### config.mk
export PLATFORM = sky130hd
export DESIGN_NAME = vmon_h2m_decoder
export DESIGN_NICKNAME = d
export VERILOG_FILES = /design/src/rtl/vmon_h2m_pkg.sv /design/src/rtl/vmon_h2m_decoder.sv
export SDC_FILE = /design/constraint.sdc
export NUM_CORES = 1
export LEC_CHECK = 0
export ABC_AREA = 1
export BUFFER_PORTS_ARGS = -buffer_cell sky130_fd_sc_hd__buf_2
export CAP_MARGIN = 10
export CORE_UTILIZATION = 40
export CTS_CLUSTER_DIAMETER = 150
export DETAILED_ROUTE_END_ITERATION = 16
export SLEW_MARGIN = 20
export SYNTH_ARGS = -nofsm -noshare
export SYNTH_HDL_FRONTEND = slang
export SYNTH_SLANG_ARGS = --single-unit
### constraint.sdc
create_clock -name clk -period 2.5 [get_ports clk]
set_clock_uncertainty 0.2 [all_clocks]
set_input_delay 0.25 -clock clk [delete_from_list [all_inputs] [get_ports clk]]
set_output_delay 0.25 -clock clk [all_outputs]
set_load 0.05 [all_outputs]
### src/rtl/vmon_h2m_pkg.sv
// vmon_h2m_pkg
//   Shared definitions for the host-to-monitor frame decoder:
//   FSM state encoding, default start-of-frame byte, error codes and
//   the largest payload the decoder can ever be built for.
package vmon_h2m_pkg;

    typedef enum logic [2:0] {
        ST_IDLE = 3'd0,
        ST_OP   = 3'd1,
        ST_LEN  = 3'd2,
        ST_DATA = 3'd3,
        ST_CHK  = 3'd4,
        ST_OUT  = 3'd5
    } vmon_h2m_state_e;

    localparam logic [7:0] SOF_DEFAULT = 8'hA5;

    localparam logic [1:0] ERR_NONE = 2'd0;
    localparam logic [1:0] ERR_LEN  = 2'd1;
    localparam logic [1:0] ERR_CHK  = 2'd2;

    // cmd_data is 64 bits wide, so no build may carry more than 8 bytes.
    localparam int unsigned MAX_LEN_LIMIT = 8;

endpackage

### src/rtl/vmon_h2m_decoder.sv
// vmon_h2m_decoder
//   Decodes host-to-monitor frames of the form
//     SOF, OP, LEN, LEN payload bytes, CHK   (CHK = XOR of OP, LEN, payload)
//   and presents each accepted frame as one command.
//
// Handshakes: both streams use strict valid/ready. A byte/command moves on a
//   rising clk edge where valid && ready. A producer keeps valid and payload
//   stable until the transfer; ready never depends combinationally on valid.
//
// Ports
//   clk, rst_n           clock, asynchronous active-low reset
//   h2m_data/valid/ready input byte stream (ready low only while a command waits)
//   cmd_valid/ready      output command handshake
//   cmd_op/len/data      decoded opcode, payload count, payload (byte i at [8i+7:8i])
//   err_pulse, err_code  one-cycle rejection pulse; code of the latest rejection
//   frame_cnt, err_cnt   accepted frames (wrapping), rejected frames (saturating)
//   dbg_state            current FSM state, for checkers
module vmon_h2m_decoder
    import vmon_h2m_pkg::*;
#(
    parameter int unsigned MAX_LEN = 8,          // 1..MAX_LEN_LIMIT
    parameter logic [7:0]  SOF     = SOF_DEFAULT
) (
    input  logic        clk,
    input  logic        rst_n,
    input  logic [7:0]  h2m_data,
    input  logic        h2m_valid,
    output logic        h2m_ready,
    output logic        cmd_valid,
    input  logic        cmd_ready,
    output logic [7:0]  cmd_op,
    output logic [3:0]  cmd_len,
    output logic [63:0] cmd_data,
    output logic        err_pulse,
    output logic [1:0]  err_code,
    output logic [7:0]  frame_cnt,
    output logic [7:0]  err_cnt,
    output logic [2:0]  dbg_state
);

    localparam logic [7:0] MAX_LEN_B = 8'(MAX_LEN);

    vmon_h2m_state_e state_q, state_d;
    logic [7:0]  op_q, op_d;
    logic [3:0]  len_q, len_d;
    logic [63:0] data_q, data_d;
    logic [3:0]  cnt_q, cnt_d;
    logic [7:0]  xor_q, xor_d;
    logic        err_pulse_q, err_pulse_d;
    logic [1:0]  err_code_q, err_code_d;
    logic [7:0]  frame_cnt_q, frame_cnt_d;
    logic [7:0]  err_cnt_q, err_cnt_d;
    logic        accept;

    // Ready comes straight from the state register, so cmd_ready can never
    // reach h2m_ready through logic.
    assign h2m_ready = (state_q != ST_OUT);
    assign accept    = h2m_valid && h2m_ready;

    always_comb begin
        state_d     = state_q;
        op_d        = op_q;
        len_d       = len_q;
        data_d      = data_q;
        cnt_d       = cnt_q;
        xor_d       = xor_q;
        err_pulse_d = 1'b0;
        err_code_d  = err_code_q;
        frame_cnt_d = frame_cnt_q;
        err_cnt_d   = err_cnt_q;

        case (state_q)
            ST_IDLE: begin
                if (accept && h2m_data == SOF) begin
                    // Clear the payload now so short frames read zero above LEN.
                    data_d  = '0;
                    state_d = ST_OP;
                end
            end
            ST_OP: begin
                if (accept) begin
                    op_d    = h2m_data;
                    xor_d   = h2m_data;
                    state_d = ST_LEN;
                end
            end
            ST_LEN: begin
                if (accept) begin
                    if (h2m_data > MAX_LEN_B) begin
                        err_pulse_d = 1'b1;
                        err_code_d  = ERR_LEN;
                        if (err_cnt_q != 8'hFF) err_cnt_d = err_cnt_q + 8'd1;
                        state_d     = ST_IDLE;
                    end else begin
                        len_d   = h2m_data[3:0];
                        xor_d   = xor_q ^ h2m_data;
                        cnt_d   = 4'd0;
                        state_d = (h2m_data == 8'd0) ? ST_CHK : ST_DATA;
                    end
                end
            end
            ST_DATA: begin
                if (accept) begin
                    data_d[{cnt_q[2:0], 3'b000} +: 8] = h2m_data;
                    xor_d = xor_q ^ h2m_data;
                    cnt_d = cnt_q + 4'd1;
                    if (cnt_q == len_q - 4'd1) state_d = ST_CHK;
                end
            end
            ST_CHK: begin
                if (accept) begin
                    if (h2m_data == xor_q) begin
                        state_d = ST_OUT;
                    end else begin
                        err_pulse_d = 1'b1;
                        err_code_d  = ERR_CHK;
                        if (err_cnt_q != 8'hFF) err_cnt_d = err_cnt_q + 8'd1;
                        state_d     = ST_IDLE;
                    end
                end
            end
            ST_OUT: begin
                if (cmd_ready) begin
                    frame_cnt_d = frame_cnt_q + 8'd1;
                    state_d     = ST_IDLE;
                end
            end
            default: state_d = ST_IDLE;
        endcase
    end

    always_ff @(posedge clk or negedge rst_n) begin
        if (!rst_n) begin
            state_q     <= ST_IDLE;
            op_q        <= '0;
            len_q       <= '0;
            data_q      <= '0;
            cnt_q       <= '0;
            xor_q       <= '0;
            err_pulse_q <= 1'b0;
            err_code_q  <= ERR_NONE;
            frame_cnt_q <= '0;
            err_cnt_q   <= '0;
        end else begin
            state_q     <= state_d;
            op_q        <= op_d;
            len_q       <= len_d;
            data_q      <= data_d;
            cnt_q       <= cnt_d;
            xor_q       <= xor_d;
            err_pulse_q <= err_pulse_d;
            err_code_q  <= err_code_d;
            frame_cnt_q <= frame_cnt_d;
            err_cnt_q   <= err_cnt_d;
        end
    end

    assign cmd_valid = (state_q == ST_OUT);
    assign cmd_op    = op_q;
    assign cmd_len   = len_q;
    assign cmd_data  = data_q;
    assign err_pulse = err_pulse_q;
    assign err_code  = err_code_q;
    assign frame_cnt = frame_cnt_q;
    assign err_cnt   = err_cnt_q;
    assign dbg_state = state_q;

endmodule

## Yosys cells after proc, flatten, opt, wreduce, memory -nomap -nowiden

Index checks and enable logic that the tools add are counted.

| operators by class | value |
|---|---|
| $add $sub $neg | 5 |
| magnitude comparators | 1 |
| eq/ne operators | 20 |
| shift-type cells | 2 |
| muxes and demuxes | 40 |
| bitwise logic cells | 2 |
| reduce and logical (&&, ||, !) cells | 16 |

Operator list:

| cell | number |
|---|---|
| $mux W64 | 2 |
| $pmux W64 S2 | 1 |
| $mux W8 | 9 |
| $bwmux W64 | 1 |
| $shift A8 B8 Y64 const A | 1 |
| $shiftx A8 B8 Y64 | 1 |
| $mux W3 | 10 |
| $pmux W8 S3 | 1 |
| $ne A2 B2 Y1 const B | 9 |
| $pmux W3 S6 | 1 |
| $add A8 B1 Y8 const B | 2 |
| $pmux W8 S2 | 1 |
| $mux W4 | 3 |
| $reduce_and A5 Y1 | 2 |
| $eq A8 B8 Y1 | 1 |
| $eq A8 B8 Y1 const B | 1 |
| $gt A8 B4 Y1 const B | 1 |
| $logic_not A8 Y1 | 1 |
| $mux W2 | 4 |
| $ne A8 B8 Y1 const B | 1 |
| $neg A6 Y8 | 1 |
| $pmux W4 S2 | 1 |
| $xor A8 B8 Y8 | 1 |
| $reduce_and A7 Y1 | 1 |
| other kinds (19) | 29 |

| word-level totals | value |
|---|---|
| register bits after elaboration | 110 |
| output and inout bits | 100 |

## Logic depth before layout (Yosys ltp)

| depth | value |
|---|---|
| depth after elaboration | 5 |
| mapped depth | 13 |

## Least setup slack after synthesis

Ideal clock, no wire load.

| timing path | value |
|---|---|
| kind | register to register |
| start point | register state_q[0], in the netlist dbg_state[0] |
| end point | register frame_cnt_q[7], in the netlist frame_cnt[7] |
| arrival | 2.324 ns |
| data required time | 2.160 ns |
| path slack | -0.164 ns |
| stages on the path, launching flop included | 7 |
| buffers on the path | 0 |
| period minus slack after synthesis | 2.664 ns |
| cells stage by stage | dfrtp_1 nand3_2 inv_1 nand2_2 nor3_1 nand4_1 xnor2_1 |

| on the way | value |
|---|---|
| cells in the longest elaborated chain, start to end | 2 |

RTL lines:

| what | RTL line | text |
|---|---|---|
| from (decl) | vmon_h2m_decoder.sv:43 | `vmon_h2m_state_e state_q, state_d;` |
| from (signal assigned) | vmon_h2m_decoder.sv:145 | `state_q <= state_d;` |
| $eq A3 B3 Y1 | n/a |  |
| via cmd_valid | vmon_h2m_decoder.sv:29 | `output logic cmd_valid,` |
| $reduce_and A2 Y1 (no source line) | n/a |  |
| to (signal assigned) | vmon_h2m_decoder.sv:153 | `frame_cnt_q <= frame_cnt_d;` |
| to (decl) | vmon_h2m_decoder.sv:51 | `logic [7:0] frame_cnt_q, frame_cnt_d;` |

The timed path passes the listed nets, and every way through them passes these cells.
A chain may end at the register's enable or synchronous reset.

## Final worst setup path

| timing path | value |
|---|---|
| start point | register cnt_q[1] |
| end point | register data_q[54], in the netlist cmd_data[54] |

| on the way | value |
|---|---|
| cells in the longest elaborated chain, start to end | 5 |

RTL lines:

| what | RTL line | text |
|---|---|---|
| from (decl) | vmon_h2m_decoder.sv:47 | `logic [3:0] cnt_q, cnt_d;` |
| from (signal assigned) | vmon_h2m_decoder.sv:149 | `cnt_q <= cnt_d;` |
| $neg A6 Y8 (*) | vmon_h2m_decoder.sv:104 | `data_d[{cnt_q[2:0], 3'b000} +: 8] = h2m_data;` |
| $shiftx A8 B8 Y64 or $shift A8 B8 Y64 (tied branches) | vmon_h2m_decoder.sv:104 |  |
| $bwmux W64 (*) | vmon_h2m_decoder.sv:104 |  |
| $mux W64 (*) | vmon_h2m_decoder.sv:103 | `if (accept) begin` |
| $pmux W64 S2 (*) | vmon_h2m_decoder.sv:72 | `case (state_q)` |
| to (signal assigned) | vmon_h2m_decoder.sv:148 | `data_q <= data_d;` |
| to (decl) | vmon_h2m_decoder.sv:46 | `logic [63:0] data_q, data_d;` |

Every way passes the cells marked *; elsewhere a longest branch is shown, timed or not. The select of a mux whose other input is x is not followed.

==> impl_metrics.env <==
export IMPL_diodes=0
export IMPL_grt_max_degree=44
export IMPL_cp_num_buf_inv=2
export IMPL_r2r_slack_ns=0.24
export IMPL_cp_start_kind="flop"
export IMPL_ctsResizeCount=0
export IMPL_yosysSeqAreaShare=0.540
export IMPL_hold_viol_final=0
export IMPL_ys_flop_type="dfrtp_1"
export IMPL_whs_ns=0.0264
export IMPL_coreArea_um2=12200
export IMPL_hpwl_mm=9.51
export IMPL_slew_viol_final=0
export IMPL_hp_class="in2reg"
export IMPL_place_gp_congestion=0.834
export IMPL_path_cells="inv_1, ha_1, ha_1, nor2_1, nand2_1, nor3_1, inv_2, o21ai_2, o22ai_1"
export IMPL_post_drt_wl_per_cell_um=14.5
export IMPL_synth_top_area_cell="dfrtp_1"
export IMPL_crit_arrival_ns=2.28
export IMPL_synth_seq_cells=110
export IMPL_synth_nets=612
export IMPL_syn_area_um2=5100
export IMPL_die_x_um=115
export IMPL_cp_common_cell="ha_1"
export IMPL_areaGrowthSynthToFinish_pct=21.3
export IMPL_hold_end="frame_cnt[0]"
export IMPL_fin_setup_tns_ns=0
export IMPL_synthArstFlopShare=1.00
export IMPL_hold_depth=3
export IMPL_ant_nets=0
export IMPL_fin_crit_ns=2.26
export IMPL_rsz0062_at_grt="false"
export IMPL_worst_path_largest_cell_delay_ns=0.41
export IMPL_dieArea_um2=13200
export IMPL_grt_pass1_vias=4235
export IMPL_yosysTopAreaCellShare=0.540
export IMPL_clkTransAtPathRegs_ns=0.07
export IMPL_row_count=40
export IMPL_cp_startpoint="cnt_q[1]"
export IMPL_wl_mm=12.9
export IMPL_clockBufferDepth=2
export IMPL_relSlewSlack=0.359
export IMPL_synth_cell_types=35
export IMPL_gr_usage_all_layers=0.209
export IMPL_clk_latency_ns=0.36
export IMPL_path_max_fanout=9
export IMPL_crit_slowest_cell="dfrtp_1"
export IMPL_vias=4389
export IMPL_finalCritPeriodShare=0.904
export IMPL_max_cap_viol_count=0
export IMPL_start_util=0.418
export IMPL_path_class="reg2reg"
export IMPL_setup_viol=0
export IMPL_ff2ff_path_depth=9
export IMPL_fin_nets=737
export IMPL_die_y_um=115
export IMPL_timing_rr_start="cnt_q[1]"
export IMPL_cts_max_level=3
export IMPL_yosysMostFrequentCell="nand2_1"
export IMPL_drive_gt1_frac=0.232
export IMPL_port_buffers=111
export IMPL_route_detailed_drc=0
export IMPL_globalRoute_totalOverflow=0
export IMPL_cts_sinks=110
export IMPL_tritoncts="yes"
export IMPL_cpLargestDelayFamily="simple AND/OR/NAND/NOR gates"
export IMPL_yosys_warnings=0
export IMPL_viasPerCell=4.92
export IMPL_synth_edf_count=0
export IMPL_crit_path_end_kind="flop"
export IMPL_crit_required_ns=2.52
export IMPL_antenna_found_initial=0
export IMPL_power_density_nw_per_um2=1300
export IMPL_r2r_end="cmd_data[54]"
export IMPL_first_pass_iters=5
export IMPL_fmax_ghz=0.442
export IMPL_dr_first_iter_drc_count=278
export IMPL_cts_root_buf="clkbuf_16"
export IMPL_hp_start="cmd_ready"
export IMPL_p_leak_uw=0.00328
export IMPL_status="completed"
export IMPL_nFillCells=1224
export IMPL_cts_made_buffers=9
export IMPL_synth_area_top_cells="dfrtp_1 (54%), nand2_1 (14%), o21ai_0 (6.2%), inv_1 (5.3%), o22ai_1 (2.6%)"
export IMPL_irDropWorstVdd_v=0.000556
export IMPL_syn_area_per_cell_um2=8.59
export IMPL_tightest_slew_ns=0.956
export IMPL_io_pins=112
export IMPL_netlist_instances=594
export IMPL_ys_top_cells_by_count="nand2_1 (185), dfrtp_1 (110), inv_1 (72), o21ai_0 (63), nor2_1 (34)"
export IMPL_grt_pass1_wl_mm=21.1
-- routing by layer --
| metal | routed length, um | part of all wire | up-vias | GRT usage |
|---|---|---|---|---|
| met5 | 0 | 0 | - | 0 |
| met4 | 216 | 0.017 | 0 | 0.0641 |
| met3 | 718 | 0.056 | 17 | 0.0611 |
| met2 | 6050 | 0.47 | 125 | 0.330 |
| met1 | 5940 | 0.46 | 2083 | 0.277 |
| li1 | - | - | 2164 | - |
-- where the power goes --
group | internal [uW] | switching (uW)
clock | 677 | 656
combinational | 926 | 3080
sequential | 2330 | 391
total | 3930 | 4130
-- final cells by class --
cell class,count,area [um^2],share of cell area
clock buffers,11,233,0.0376
well taps,168,210,0.0340
clock inverters,5,36.3,0.00587
inverters,81,308,0.0498
flip-flops and latches,110,2760,0.445
repair buffers,118,626,0.101
multi-input cells,399,2020,0.326
-- per-stage QoR --
| step | power, uW | cell area (um^2) | util | std cells | worst slack [ns] |
|---|---|---|---|---|---|
| floorplan | 5780 | 5110 | - | 594 | 0.104 |
| global placement | 6690 | 5910 | 0.484 | 875 | 0.400 |
| detailed placement | 6760 | 5910 | 0.484 | 875 | 0.253 |
| CTS | 8120 | 6190 | 0.507 | 892 | 0.246 |
| global route | 8590 | 6190 | 0.507 | 892 | 0.0868 |
| finish | 8060 | 6190 | 0.507 | 892 | 0.240 |
-- worst min-delay path, cell delays in order --
cell,delay [ns]
buf_2,0.11
nand2_2,0.11
xnor2_1,0.07
-- kinds of logic (layout without fill, tap and decap cells) --
family / after synthesis / count (layout) / synth area share
mux: 1 / 1 / 0.00221
fa+ha+maj: 6 / 6 / 0.0147
simple gates: 264 / 264 / 0.223
compound gates: 110 / 110 / 0.125
xor+xnor: 18 / 18 / 0.0309
buf+inv: 85 / 215 / 0.0648
flops: 110 / 110 / 0.540
-- flip-flops by register name, indices dropped and copies added, names as in the netlist --
signal / cells
xor_q: 8
err_code: 2
dbg_state: 3
cmd_data: 64
cnt_q: 4
cmd_len: 4
err_cnt: 8
err_pulse: 1
frame_cnt: 8
cmd_op: 8
-- cells in the final DEF, fill, tap and decap left out, drive strengths merged --
cell,instances
xor2,9
nor4,1
a21oi,4
dlygate4sd3,1
clkinv,3
o21bai,1
xnor2,9
o31ai,1
clkbuf,11
clkinvlp,4
dfrtp,110
or2,1
o21ai,83
nand2,190
ha,6
inv,79
buf,117
nor3,2
mux2,1
and3,1
nand3,22
o22ai,21
nand4,10
nor2,37
-- worst max-delay path by stage --
stage	slack (ns)	cells after the start	end
after floorplan	0.10	7	frame_cnt[7]
after global placement	0.40	9	cmd_data[51]
after CTS	0.25	9	cmd_data[54]
after global routing	0.09	9	cmd_data[9]
final	0.24	9	cmd_data[54]
after detailed placement	0.25	9	cmd_data[54]
-- timing repair --
| item | CTS | global route |
|---|---|---|
| setup buffers | 0 | 0 |
| endpoints found under the hold margin | 35 | 0 |
| hold buffers | 1 | 0 |
(Power assumes the default switching activity.)
